### config.mk
export PLATFORM = sky130hd
export DESIGN_NAME = riscv_multicycle_ctrl
export DESIGN_NICKNAME = d
export VERILOG_FILES = /design/src/rtl/riscv_multicycle_ctrl.sv
export SDC_FILE = /design/constraint.sdc
export NUM_CORES = 1
export LEC_CHECK = 0
export CORE_AREA = 10 10 77 79
export DETAILED_ROUTE_END_ITERATION = 6
export DIE_AREA = 0 0 87 89
export PLACE_DENSITY_LB_ADDON = 0.15
export REMOVE_ABC_BUFFERS = 1
export SLEW_MARGIN = 10
export SYNTH_ARGS = -nofsm -noshare
export SYNTH_HDL_FRONTEND = slang
export SYNTH_SLANG_ARGS = --single-unit
export TNS_END_PERCENT = 10
### constraint.sdc
create_clock -name clk -period 3.05 [get_ports clk]
set_clock_uncertainty 0.15 [all_clocks]
set_input_delay 0.305 -clock clk [delete_from_list [all_inputs] [get_ports clk]]
set_output_delay 0.305 -clock clk [all_outputs]
set_load 0.01 [all_outputs]
### src/rtl/riscv_multicycle_ctrl.sv
// Multi-cycle RV32I control unit.
// Runs each instruction through FETCH/DECODE/EXEC/(MEM)/WB over one shared
// memory port. Illegal encodings and memory timeouts halt the core in TRAP,
// and only reset leaves TRAP.
module riscv_multicycle_ctrl #(
    parameter int unsigned MEM_TIMEOUT = 15,
    parameter int unsigned ALU_CW      = 7
) (
    input  logic              clk,
    input  logic              reset,
    input  logic [31:0]       inst,
    input  logic              BrEq,
    input  logic              BrLT,
    input  logic              mem_ready,
    output logic              mem_req,
    output logic              MemRW,
    output logic              IRWrite,
    output logic              PCWrite,
    output logic              PCSel,
    output logic [2:0]        ImmSel,
    output logic              ASel,
    output logic              BSel,
    output logic              BrUn,
    output logic              RegWEn,
    output logic [1:0]        WBSel,
    output logic [ALU_CW-1:0] ALU_control,
    output logic              retire,
    output logic              trap,
    output logic [1:0]        trap_cause
);

    typedef enum logic [2:0] {FETCH, DECODE, EXEC, MEM, WB, TRAP} state_t;

    localparam logic [6:0] OPC_OP     = 7'b0110011;
    localparam logic [6:0] OPC_OPIMM  = 7'b0010011;
    localparam logic [6:0] OPC_LOAD   = 7'b0000011;
    localparam logic [6:0] OPC_STORE  = 7'b0100011;
    localparam logic [6:0] OPC_BRANCH = 7'b1100011;
    localparam logic [6:0] OPC_JAL    = 7'b1101111;
    localparam logic [6:0] OPC_JALR   = 7'b1100111;
    localparam logic [6:0] OPC_LUI    = 7'b0110111;
    localparam logic [6:0] OPC_AUIPC  = 7'b0010111;

    localparam logic [ALU_CW-1:0] ALU_ADD   = ALU_CW'(7'b0011100);
    localparam logic [ALU_CW-1:0] ALU_SUB   = ALU_CW'(7'b0011101);
    localparam logic [ALU_CW-1:0] ALU_SLL   = ALU_CW'(7'b0011110);
    localparam logic [ALU_CW-1:0] ALU_SLT   = ALU_CW'(7'b0011111);
    localparam logic [ALU_CW-1:0] ALU_SLTU  = ALU_CW'(7'b0100000);
    localparam logic [ALU_CW-1:0] ALU_XOR   = ALU_CW'(7'b0100001);
    localparam logic [ALU_CW-1:0] ALU_SRL   = ALU_CW'(7'b0100010);
    localparam logic [ALU_CW-1:0] ALU_SRA   = ALU_CW'(7'b0100011);
    localparam logic [ALU_CW-1:0] ALU_OR    = ALU_CW'(7'b0100100);
    localparam logic [ALU_CW-1:0] ALU_AND   = ALU_CW'(7'b0100101);
    localparam logic [ALU_CW-1:0] ALU_PASSB = ALU_CW'(7'b0100110);
    localparam logic [ALU_CW-1:0] ALU_IDLE  = '1;

    localparam logic [2:0] IMM_R = 3'b000;
    localparam logic [2:0] IMM_I = 3'b001;
    localparam logic [2:0] IMM_S = 3'b010;
    localparam logic [2:0] IMM_U = 3'b011;
    localparam logic [2:0] IMM_B = 3'b100;
    localparam logic [2:0] IMM_J = 3'b101;

    localparam logic [7:0] TIMEOUT_CNT = 8'(MEM_TIMEOUT);

    state_t      state_q, state_d;
    logic [7:0]  waitCnt_q, waitCnt_d;
    logic        taken_q, taken_d;
    logic [1:0]  cause_q, cause_d;

    logic [6:0]  opcode;
    logic [2:0]  funct3;
    logic [6:0]  funct7;
    logic        isOp, isOpImm, isLoad, isStore, isBranch;
    logic        isJal, isJalr, isLui, isAuipc;
    logic        illegal;
    logic        branchCond;
    logic [ALU_CW-1:0] aluFromFunct;
    logic        unusedInst;

    assign opcode = inst[6:0];
    assign funct3 = inst[14:12];
    assign funct7 = inst[31:25];

    // Register numbers and rd belong to the datapath; this unit never needs them.
    assign unusedInst = ^{inst[24:15], inst[11:7]};

    assign isOp     = (opcode == OPC_OP);
    assign isOpImm  = (opcode == OPC_OPIMM);
    assign isLoad   = (opcode == OPC_LOAD);
    assign isStore  = (opcode == OPC_STORE);
    assign isBranch = (opcode == OPC_BRANCH);
    assign isJal    = (opcode == OPC_JAL);
    assign isJalr   = (opcode == OPC_JALR);
    assign isLui    = (opcode == OPC_LUI);
    assign isAuipc  = (opcode == OPC_AUIPC);

    // Instruction classification: legality, ALU op of register/immediate arithmetic, branch outcome.
    always_comb begin
        illegal = 1'b0;
        case (opcode)
            OPC_OP:     illegal = !((funct7 == 7'b0000000) ||
                                    ((funct7 == 7'b0100000) &&
                                     ((funct3 == 3'b000) || (funct3 == 3'b101))));
            OPC_OPIMM: begin
                if (funct3 == 3'b001) begin
                    illegal = (funct7 != 7'b0000000);
                end else if (funct3 == 3'b101) begin
                    illegal = !((funct7 == 7'b0000000) || (funct7 == 7'b0100000));
                end
            end
            OPC_BRANCH: illegal = (funct3 == 3'b010) || (funct3 == 3'b011);
            OPC_JALR:   illegal = (funct3 != 3'b000);
            OPC_LOAD, OPC_STORE, OPC_JAL, OPC_LUI, OPC_AUIPC: illegal = 1'b0;
            default:    illegal = 1'b1;
        endcase

        aluFromFunct = ALU_ADD;
        case (funct3)
            3'b000:  aluFromFunct = (isOp && funct7[5]) ? ALU_SUB : ALU_ADD;
            3'b001:  aluFromFunct = ALU_SLL;
            3'b010:  aluFromFunct = ALU_SLT;
            3'b011:  aluFromFunct = ALU_SLTU;
            3'b100:  aluFromFunct = ALU_XOR;
            3'b101:  aluFromFunct = funct7[5] ? ALU_SRA : ALU_SRL;
            3'b110:  aluFromFunct = ALU_OR;
            default: aluFromFunct = ALU_AND;
        endcase

        branchCond = 1'b0;
        case (funct3)
            3'b000:         branchCond = BrEq;
            3'b001:         branchCond = !BrEq;
            3'b100, 3'b110: branchCond = BrLT;
            3'b101, 3'b111: branchCond = !BrLT;
            default:        branchCond = 1'b0;
        endcase
    end

    // State, wait counter, branch decision and trap cause.
    always_ff @(posedge clk) begin
        if (reset) begin
            state_q   <= FETCH;
            waitCnt_q <= '0;
            taken_q   <= 1'b0;
            cause_q   <= 2'd0;
        end else begin
            state_q   <= state_d;
            waitCnt_q <= waitCnt_d;
            taken_q   <= taken_d;
            cause_q   <= cause_d;
        end
    end

    // Next-state and Moore strobes; the counter stays at zero unless a request is waiting.
    always_comb begin
        state_d     = state_q;
        waitCnt_d   = '0;
        taken_d     = taken_q;
        cause_d     = cause_q;
        mem_req     = 1'b0;
        MemRW       = 1'b0;
        IRWrite     = 1'b0;
        PCWrite     = 1'b0;
        PCSel       = 1'b0;
        ImmSel      = IMM_R;
        ASel        = 1'b0;
        BSel        = 1'b0;
        BrUn        = 1'b0;
        RegWEn      = 1'b0;
        WBSel       = 2'd0;
        ALU_control = ALU_IDLE;
        retire      = 1'b0;
        trap        = 1'b0;
        trap_cause  = 2'd0;

        case (state_q)
            FETCH: begin
                mem_req = 1'b1;
                if (mem_ready) begin
                    IRWrite = 1'b1;
                    state_d = DECODE;
                end else if (waitCnt_q == TIMEOUT_CNT) begin
                    state_d = TRAP;
                    cause_d = 2'd2;
                end else begin
                    waitCnt_d = waitCnt_q + 8'd1;
                end
            end
            DECODE: begin
                if (illegal) begin
                    state_d = TRAP;
                    cause_d = 2'd1;
                end else begin
                    state_d = EXEC;
                end
            end
            EXEC: begin
                // LUI, AUIPC and the jumps still take the immediate on the B operand.
                ALU_control = ALU_ADD;
                taken_d     = 1'b0;
                if (isOp) begin
                    ALU_control = aluFromFunct;
                end else if (isOpImm) begin
                    ALU_control = aluFromFunct;
                    BSel        = 1'b1;
                    ImmSel      = IMM_I;
                end else if (isLoad) begin
                    BSel   = 1'b1;
                    ImmSel = IMM_I;
                end else if (isStore) begin
                    BSel   = 1'b1;
                    ImmSel = IMM_S;
                end else if (isLui) begin
                    ALU_control = ALU_PASSB;
                    BSel        = 1'b1;
                    ImmSel      = IMM_U;
                end else if (isAuipc) begin
                    ASel   = 1'b1;
                    BSel   = 1'b1;
                    ImmSel = IMM_U;
                end else if (isJal) begin
                    ASel   = 1'b1;
                    BSel   = 1'b1;
                    ImmSel = IMM_J;
                end else if (isJalr) begin
                    BSel   = 1'b1;
                    ImmSel = IMM_I;
                end else if (isBranch) begin
                    ASel    = 1'b1;
                    BSel    = 1'b1;
                    ImmSel  = IMM_B;
                    BrUn    = funct3[2] && funct3[1];
                    taken_d = branchCond;
                end
                state_d = (isLoad || isStore) ? MEM : WB;
            end
            MEM: begin
                mem_req = 1'b1;
                MemRW   = isStore;
                if (mem_ready) begin
                    state_d = WB;
                end else if (waitCnt_q == TIMEOUT_CNT) begin
                    state_d = TRAP;
                    cause_d = 2'd3;
                end else begin
                    waitCnt_d = waitCnt_q + 8'd1;
                end
            end
            WB: begin
                retire  = 1'b1;
                PCWrite = 1'b1;
                PCSel   = isJal || isJalr || (isBranch && taken_q);
                RegWEn  = !(isStore || isBranch);
                if (isLoad) begin
                    WBSel = 2'd0;
                end else if (isJal || isJalr) begin
                    WBSel = 2'd2;
                end else begin
                    WBSel = 2'd1;
                end
                state_d = FETCH;
            end
            TRAP: begin
                trap       = 1'b1;
                trap_cause = cause_q;
            end
            default: state_d = FETCH;
        endcase

        if (reset) begin
            mem_req     = 1'b0;
            MemRW       = 1'b0;
            IRWrite     = 1'b0;
            PCWrite     = 1'b0;
            PCSel       = 1'b0;
            ImmSel      = IMM_R;
            ASel        = 1'b0;
            BSel        = 1'b0;
            BrUn        = 1'b0;
            RegWEn      = 1'b0;
            WBSel       = 2'd0;
            ALU_control = ALU_IDLE;
            retire      = 1'b0;
            trap        = 1'b0;
            trap_cause  = 2'd0;
        end
    end

endmodule

After elaboration in Yosys (flattened, before gate mapping)
Cells that the tools add are included.
{ "op_classes": {"addsub": 1, "mux": 99, "n_reduce_logical": 29, "n_eq_ne": 28, "bitwise": 1} }
{ "op_table": {"columns": ["operator", "n"], "rows": [
  ["two-way mux 1 bit", 60],
  ["two-way mux 3 bit", 16],
  ["case mux 6 bit (7 select lines)", 1],
  ["== test 7 x 6 -> 1 bit (second input constant)", 4],
  ["two-way mux 7 bit", 4],
  ["two-way mux 2 bit", 11],
  ["== test 7 bit (second input constant)", 3],
  ["== test 3 bit (second input constant)", 6],
  ["two-way mux 6 bit", 3],
  ["case mux 3 bit (5 select lines)", 1],
  ["== test 7 x 5 -> 1 bit (second input constant)", 2],
  ["== test 3 x 2 -> 1 bit (second input constant)", 4],
  ["!= test 2 bit (second input constant)", 5],
  ["adder 8 x 1 -> 8 bit (second input constant)", 1],
  ["== test 8 x 4 -> 1 bit (second input constant)", 1],
  ["logical OR 1 bit", 8],
  ["== test 7 x 2 -> 1 bit (second input constant)", 1],
  ["zero test 7 bit", 1],
  ["nonzero test 7 bit", 1],
  ["== test 3 x 1 -> 1 bit (second input constant)", 2],
  ["zero test 3 bit", 2],
  ["case mux 2 bit (3 select lines)", 1],
  ["AND reduction 6 bit", 1],
  ["nonzero test 3 bit", 2],
  ["8 further kinds", 17]
]} }
{ "word_totals": {"reg_bits": 14, "inputBits": 37, "wordCells": 162} }

Logic depth before layout (Yosys ltp)
Gate-level depths: netlist of run 1.
{ "depth": {"ltp_word": 12, "mapped_depth": 6, "ltp_nobuf": 6} }

Least setup slack after synthesis of run 1
No wires, ideal clock.
{ "synth_timing": {"path_kind": "register -> output", "from": "register state_q[0]", "to": "output port ASel", "path_buffers": 1, "stages_incl_launch_ff": 7, "arrival_time_ns": 1.419, "required_ns": 2.595, "setup_slack_ns": 1.176, "path_cell_list": "dfxtp_1 clkbuf_2 inv_1 nand2_1 nor3_4 inv_2 nor4_1"} }
{ "synth_between": {"elab_chain_len": 3} }
{ "synth_lines": {"columns": ["item", "line", "rtl"], "rows": [
  ["from (decl)", "66", "state_t state_q, state_d;"],
  ["from (signal assigned)", "148", "state_q <= state_d;"],
  ["== test 3 x 2 -> 1 bit", "177", "case (state_q)"],
  ["two-way mux 1 bit", "177", null],
  ["two-way mux 1 bit", "271", "if (reset) begin"],
  ["to (decl)", "21", "output logic ASel,"]
]} }
Every way passes these cells.

Final worst setup path of run 1
{ "layout_timing": {"from": "input port inst[3]", "to": "output port WBSel[0]"} }
{ "layout_between": {"elab_chain_len": 6} }
{ "layout_lines": {"columns": ["item", "line", "rtl"], "rows": [
  ["from (decl)", "11", "input logic [31:0] inst,"],
  ["== test 7 bit, on equally long branches", "93, 94", null],
  ["logical OR 1 bit", "257", "end else if (isJal || isJalr) begin"],
  ["two-way mux 2 bit", "257", null],
  ["two-way mux 2 bit (*)", "255", "if (isLoad) begin"],
  ["two-way mux 2 bit (*)", "177", null],
  ["two-way mux 2 bit (*)", "271", null],
  ["to (decl)", "25", "output logic [1:0] WBSel,"]
]} }
Every way passes the cells marked *; elsewhere a longest branch is shown, timed or not.

==> results.json, run 1 <==
{
  "cp.required_ns": 2.59,
  "die_x_um": 87,
  "die_y_um": 89,
  "drive_gt1_share_pct": 10.0,
  "cp-end-kind": "output pin",
  "synth_ff_type": "dfxtp_1",
  "port_buffers": 46,
  "nets": 259,
  "cp.buffers_inverters": 2,
  "fill_cells": 464,
  "wirelength_um": 3840,
  "cap_violations": 0,
  "mostFrequentLayoutCells": "clkdlybuf4s50_1 (46), nor2_1 (19), nand2_1 (17)",
  "synth_top_area_share_pct": 21.8,
  "track_usage_pct": 10.2,
  "syn_inst": 176,
  "fin_ws_ns": 0.194,
  "syn_area_um2": 1280,
  "ys_seq_area_share_pct": 21.8,
  "root_buffer": "clkbuf_8",
  "ys_warn_count": 0,
  "hold_violations": 0,
  "synth_enable_flop_cells": 0,
  "synth-async-reset-ratio_pct": 0,
  "crit_arrival_ns": 2.40,
  "num_io_pins": 62,
  "antenna_found_initial": 0,
  "avgViaCountPerCell": 5.06,
  "clkTransAtPathRegs_ns": 0.06,
  "yosysUniqueCellTypes": 52,
  "maxSlewHeadroom_pct": 69.2,
  "wl_per_cell_um": 14.0,
  "tightest_slew_ns": 0.462,
  "path_class": "input port to output pin",
  "core_area_um2": 4540,
  "instances_no_fill": 274,
  "setup_viol": 0,
  "cts_buffers": 3,
  "period_share_pct": 93.6,
  "cts_setup_buffers": 0,
  "cp_max_fo": 8,
  "clk_latency_ns": 0.24,
  "power_uw": 580,
  "place_congestion": 0.795,
  "finalMaxSlewViolations": 0,
  "vdd_drop_max_mv": 0.158,
  "crit_path_max_incr_delay_ns": 0.57,
  "gr-total-overflow": 0,
  "cts_tree": "done",
  "area_delta_synth_final_pct": 42.7,
  "final_common_cell": "clkdlybuf4s50_1",
  "grt_max_degree": 14,
  "ys_ff_latch": 14,
  "drc": 0,
  "antenna_cells": 0,
  "dr.pass1.iters": 6,
  "dp_cells": 270,
  "p_per_area_nw_per_um2": 316,
  "grt_pass1_vias": 1430,
  "vias": 1386,
  "place_ws_ns": 0.176,
  "cpMostUsedCell": "clkdlybuf4s50_1",
  "ant_nets": 0,
  "synthTopCellsByArea": "dfxtp_1 (22%), nor2_1 (5.6%), a21oi_1 (5.1%), nand2_1 (5.0%), xnor2_1 (4.1%)",
  "path_cells": "clkdlybuf4s50_1 > nand4bb_1 > or4_1 > and3_1 > clkdlybuf4s50_1",
  "drt_iter0_markers": 88,
  "synth.avg_cell_area_um2": 7.30,
  "htree_num_levels": 1,
  "clock_path_buffers": 2,
  "cts_sinks": 14,
  "grt_pass1_wl_um": 6600,
  "holdCritPathClass": "flip-flop to flip-flop",
  "rsz0062_at_grt": "no",
  "setup_tns_ns": 0,
  "cts_resized": 0,
  "row_count": 25,
  "min_period_ns": 2.86,
  "place_hpwl_um": 3150,
  "fin_util_pct": 40.4,
  "synth_top_cell_by_area": "dfxtp_1",
  "ctsHoldBuffers": 0,
  "crit_family": "buffers and inverters",
  "power.leakage_uw": 0.000624,
  "clock.fmax_mhz": 350,
  "outcome": "complete, no violations",
  "crit_path_top_delay_cell": "clkdlybuf4s50_1",
  "start_util_pct": 28.3,
  "dieArea_um2": 7740,
  "crit_path_start_kind": "input port"
}
final cells by class:
class                   instances  area [µm²]  share of cell area [%]
flip-flops and latches         14         280                    15.3
well taps                      54        67.6                    3.68
inverters                       8        30.0                    1.64
multi-input cells             142         896                    48.8
clock buffers                   4        55.1                    3.00
repair buffers                 52         505                    27.6
cell usage after synthesis (all sizes together) (3+ instances only):
cell    count
nand3b      3
nand2b      3
inv         8
nand2      18
xnor2       6
nor4        5
nor3        8
nor2       19
buf        11
xor2        4
nand3      11
and3        6
a21oi      13
o21ai      10
o31ai       3
a21boi      3
dfxtp      14
report_power, final:
group,total (µW),switching [µW],internal [µW]
combinational,182,92.3,89.7
sequential,218,22.0,196
clock,179,65.1,114
routing by layer:
layer	share of wire (%)	track usage [%]	up-vias
li1	-	-	726
met1	41	11.0	618
met2	50	18.5	38
met3	7.5	3.92	4
met4	0.83	2.21	0
met5	0	0	-
state kept, by name (all words and copies together), names as in the netlist:
name,count
waitCnt_q,8
state_q,3
cause_q,2
taken_q,1
through the flow:
stage | area (µm²) | hold WS, ns
after floorplan | 1210 | 0.224
after global routing | 1830 | 0.333
after detailed placement | 1780 | 0.297
after CTS | 1830 | 0.310
final | 1830 | 0.299
after global placement | 1780 | 0.283
cell families after synthesis:
kind of cell | Yosys count | synth area share, %
AOI/OAI and AO/OA | 45 | 23.2
adders and majority gates | 1 | 0.974
DFF | 14 | 21.8
and+or+nand+nor | 85 | 38.0
buffers and inverters | 20 | 8.47
xor gates and xnor gates | 10 | 6.82
muxes | 1 | 0.779
worst paths after layout:
kind                           start                 endpoint  slack (ns)  cells past startpoint
min reg2reg  waitCnt_q[0]$_SDFF_PP0_  waitCnt_q[0]$_SDFF_PP0_        0.30                      1
max reg2reg  waitCnt_q[0]$_SDFF_PP0_  state_q[0]$_SDFFE_PP0P_        1.22                      6
min          waitCnt_q[0]$_SDFF_PP0_  waitCnt_q[0]$_SDFF_PP0_        0.30                      1
max                          inst[3]                 WBSel[0]        0.19                      5
No activity file was read; power rests on OpenSTA's default activity.
==> run 2, diff against run 1 <==
Settings changed: ABC_AREA set to 1.
==> run 2 against run 1 <==
  * Flip-flop and latch count stayed put
  * Sequential share of layout area is 0.46 points lower
  * Synthesized cell count up 28%
  * Critical path depth rose by 6
  * Critical endpoint is now BSel
  * Combinational power about the same
  * Largest power group unchanged
  * Clock-buffer cell count stayed put
==> results.json, run 2 <==
{
  "outcome": "complete, no violations",
  "antenna_found_initial": 0,
  "top_register": "waitCnt_q",
  "synth_ff_type": "dfxtp_1",
  "nets": 314,
  "cts_sinks": 14,
  "gr-total-overflow": 0,
  "cts_buffers": 3,
  "syn_inst": 225,
  "vdd_drop_max_mv": 0.110,
  "vias": 1492,
  "crit_path_start_kind": "input port",
  "cp.required_ns": 2.59,
  "power_uw": 574,
  "cts_setup_buffers": 0,
  "synth.avg_cell_area_um2": 5.81,
  "yosys.cell_count.top_type": "nand2_1",
  "grt_max_degree": 9,
  "instances_no_fill": 329,
  "place_hpwl_um": 3200,
  "period_share_pct": 90.2,
  "drt_iter0_markers": 73,
  "place_congestion": 0.889,
  "port_buffers": 46,
  "finalMaxSlewViolations": 0,
  "start_util_pct": 28.8,
  "area_delta_synth_final_pct": 44.8,
  "fin_util_pct": 41.7,
  "grt_pass1_wl_um": 6220,
  "tightest_slew_ns": 0.341,
  "ctsHoldBuffers": 0,
  "synthTopCellsByArea": "dfxtp_1 (21%), nand2_1 (14%), inv_1 (11%), nor2_1 (9.5%), nor2_4 (5.2%)",
  "drc": 0,
  "clk_latency_ns": 0.25,
  "cts_tree": "done",
  "setup_viol": 0,
  "ys_seq_area_share_pct": 21.5,
  "ant_nets": 0,
  "cp-end-kind": "output pin",
  "num_io_pins": 62,
  "rsz0062_at_grt": "no",
  "rr_worst_depth": 10,
  "avgViaCountPerCell": 4.53,
  "row_count": 25,
  "core_area_um2": 4540,
  "hold_slack_ns": 0.299,
  "dr.pass1.iters": 5,
  "dieArea_um2": 7740,
  "crit_arrival_ns": 2.29,
  "cp_max_fo": 4,
  "synth_top_cell_by_area": "dfxtp_1",
  "die_y_um": 89,
  "synth_common_cells": "nand2_1 (50), inv_1 (38), nor2_1 (33)",
  "reg_top3": "waitCnt_q: 8 flops, state_q: 3 flops, cause_q: 2 flops",
  "reg2reg_from": "waitCnt_q[0]$_SDFF_PP0_",
  "clock_path_buffers": 2,
  "cts_resized": 0,
  "setup_tns_ns": 0,
  "min_period_ns": 2.75,
  "htree_num_levels": 1,
  "hold_violations": 0,
  "worstHoldEndpoint": "waitCnt_q[0]$_SDFF_PP0_",
  "final_common_cell": "nand2_1",
  "holdCritPathClass": "flip-flop to flip-flop",
  "track_usage_pct": 9.65,
  "synth_enable_flop_cells": 0,
  "maxSlewHeadroom_pct": 77.1,
  "path_class": "input port to output pin",
  "timing.rr.end": "cause_q[0]$_SDFFE_PP0P_",
  "synth-async-reset-ratio_pct": 0,
  "power.leakage_uw": 0.000750,
  "drive_gt1_share_pct": 14.2,
  "hold_depth": 1,
  "antenna_cells": 0,
  "ys_warn_count": 0,
  "rrSetupSlack_ns": 1.35,
  "largest_reg_flops": 8,
  "p_per_area_nw_per_um2": 303,
  "grt_pass1_vias": 1434,
  "ys_ff_latch": 14,
  "mostFrequentLayoutCells": "nand2_1 (50), clkdlybuf4s50_1 (46), inv_1 (38)",
  "root_buffer": "clkbuf_8",
  "clkTransAtPathRegs_ns": 0.06,
  "die_x_um": 87,
  "hp-start": "waitCnt_q[0]$_SDFF_PP0_",
  "syn_area_um2": 1310,
  "yosysUniqueCellTypes": 28,
  "wl_per_cell_um": 11.4,
  "synth_top_area_share_pct": 21.5,
  "clock.fmax_mhz": 364,
  "cap_violations": 0,
  "dp_cells": 323,
  "wirelength_um": 3740
}
## run 2: changes by cell type after synthesis, sizes merged, moves of 6 or more
cell / previous run / this run
nand2: 18 / 56
inv: 8 / 45
nor2: 19 / 43
buf: 11 / 3
and3: 6 / 0
xnor2: 6 / 0
## run 2: cells by family after synthesis
| kind of cell | after synthesis | synth area share (%) |
|---|---|---|
| AO/OA/AOI/OAI | 34 | 15.7 |
| XOR/XNOR | 1 | 0.671 |
| AND/OR/NAND/NOR | 127 | 46.7 |
| flip-flops | 14 | 21.5 |
| adder cells (fa/ha/maj) | 1 | 0.958 |
| buffers and inverters | 48 | 14.5 |
## run 2: report_power, final
part	switching (µW)	internal (µW)	total [µW]
clock	71.6	114	186
combinational	100	82.2	182
sequential	10.5	195	205
## run 2: worst max-delay path by stage
stage	from	to	slack, ns	depth (start not counted)
after detailed placement	inst[1]	BSel	0.20	10
final	inst[2]	BSel	0.30	11
after global placement	inst[1]	ImmSel[0]	0.22	10
after floorplan	inst[3]	BSel	1.30	9
after global routing	inst[2]	ImmSel[0]	0.04	11
after CTS	inst[1]	BSel	0.21	10
## run 2: stage by stage
step	worst slack (ns)	cell area (µm²)
3_5_place_dp	0.203	1820
5_1_grt	0.0411	1890
6_report	0.300	1890
3_3_place_gp	0.223	1820
2_1_floorplan	1.30	1290
4_1_cts	0.208	1880
## run 2: area by class of cell
class / count / area, µm²
multi-input combinational: 163 / 837
inverter: 45 / 169
timing repair buffer: 49 / 483
tap: 54 / 67.6
fill: 493 / 2640
clock buffer: 4 / 55.1
sequential: 14 / 280
## run 2: routing by layer
metal	up-vias	GRT usage [%]	share of wire, %
met4	0	3.09	1.4
met1	630	10.9	45
met2	46	16.0	43
met3	4	4.10	11
met5	-	0	0
li1	812	-	-
## run 2: critical path, stage by stage
cell and delay, ns:
clkdlybuf4s50_1 0.43, inv_1 0.06, nand2_1 0.08, nor2_4 0.16
inv_2 0.06, nor2_1 0.12, inv_1 0.07, nor2_1 0.17
inv_1 0.11, a31oi_1 0.18, clkdlybuf4s50_1 0.56
==> run 3, diff against run 2 <==
Settings changed: SKIP_LAST_GASP set to 1, SLEW_MARGIN 10 to 20.
==> results of run 3 <==
Final layout, timing and power as in run 2 (identical DEF).
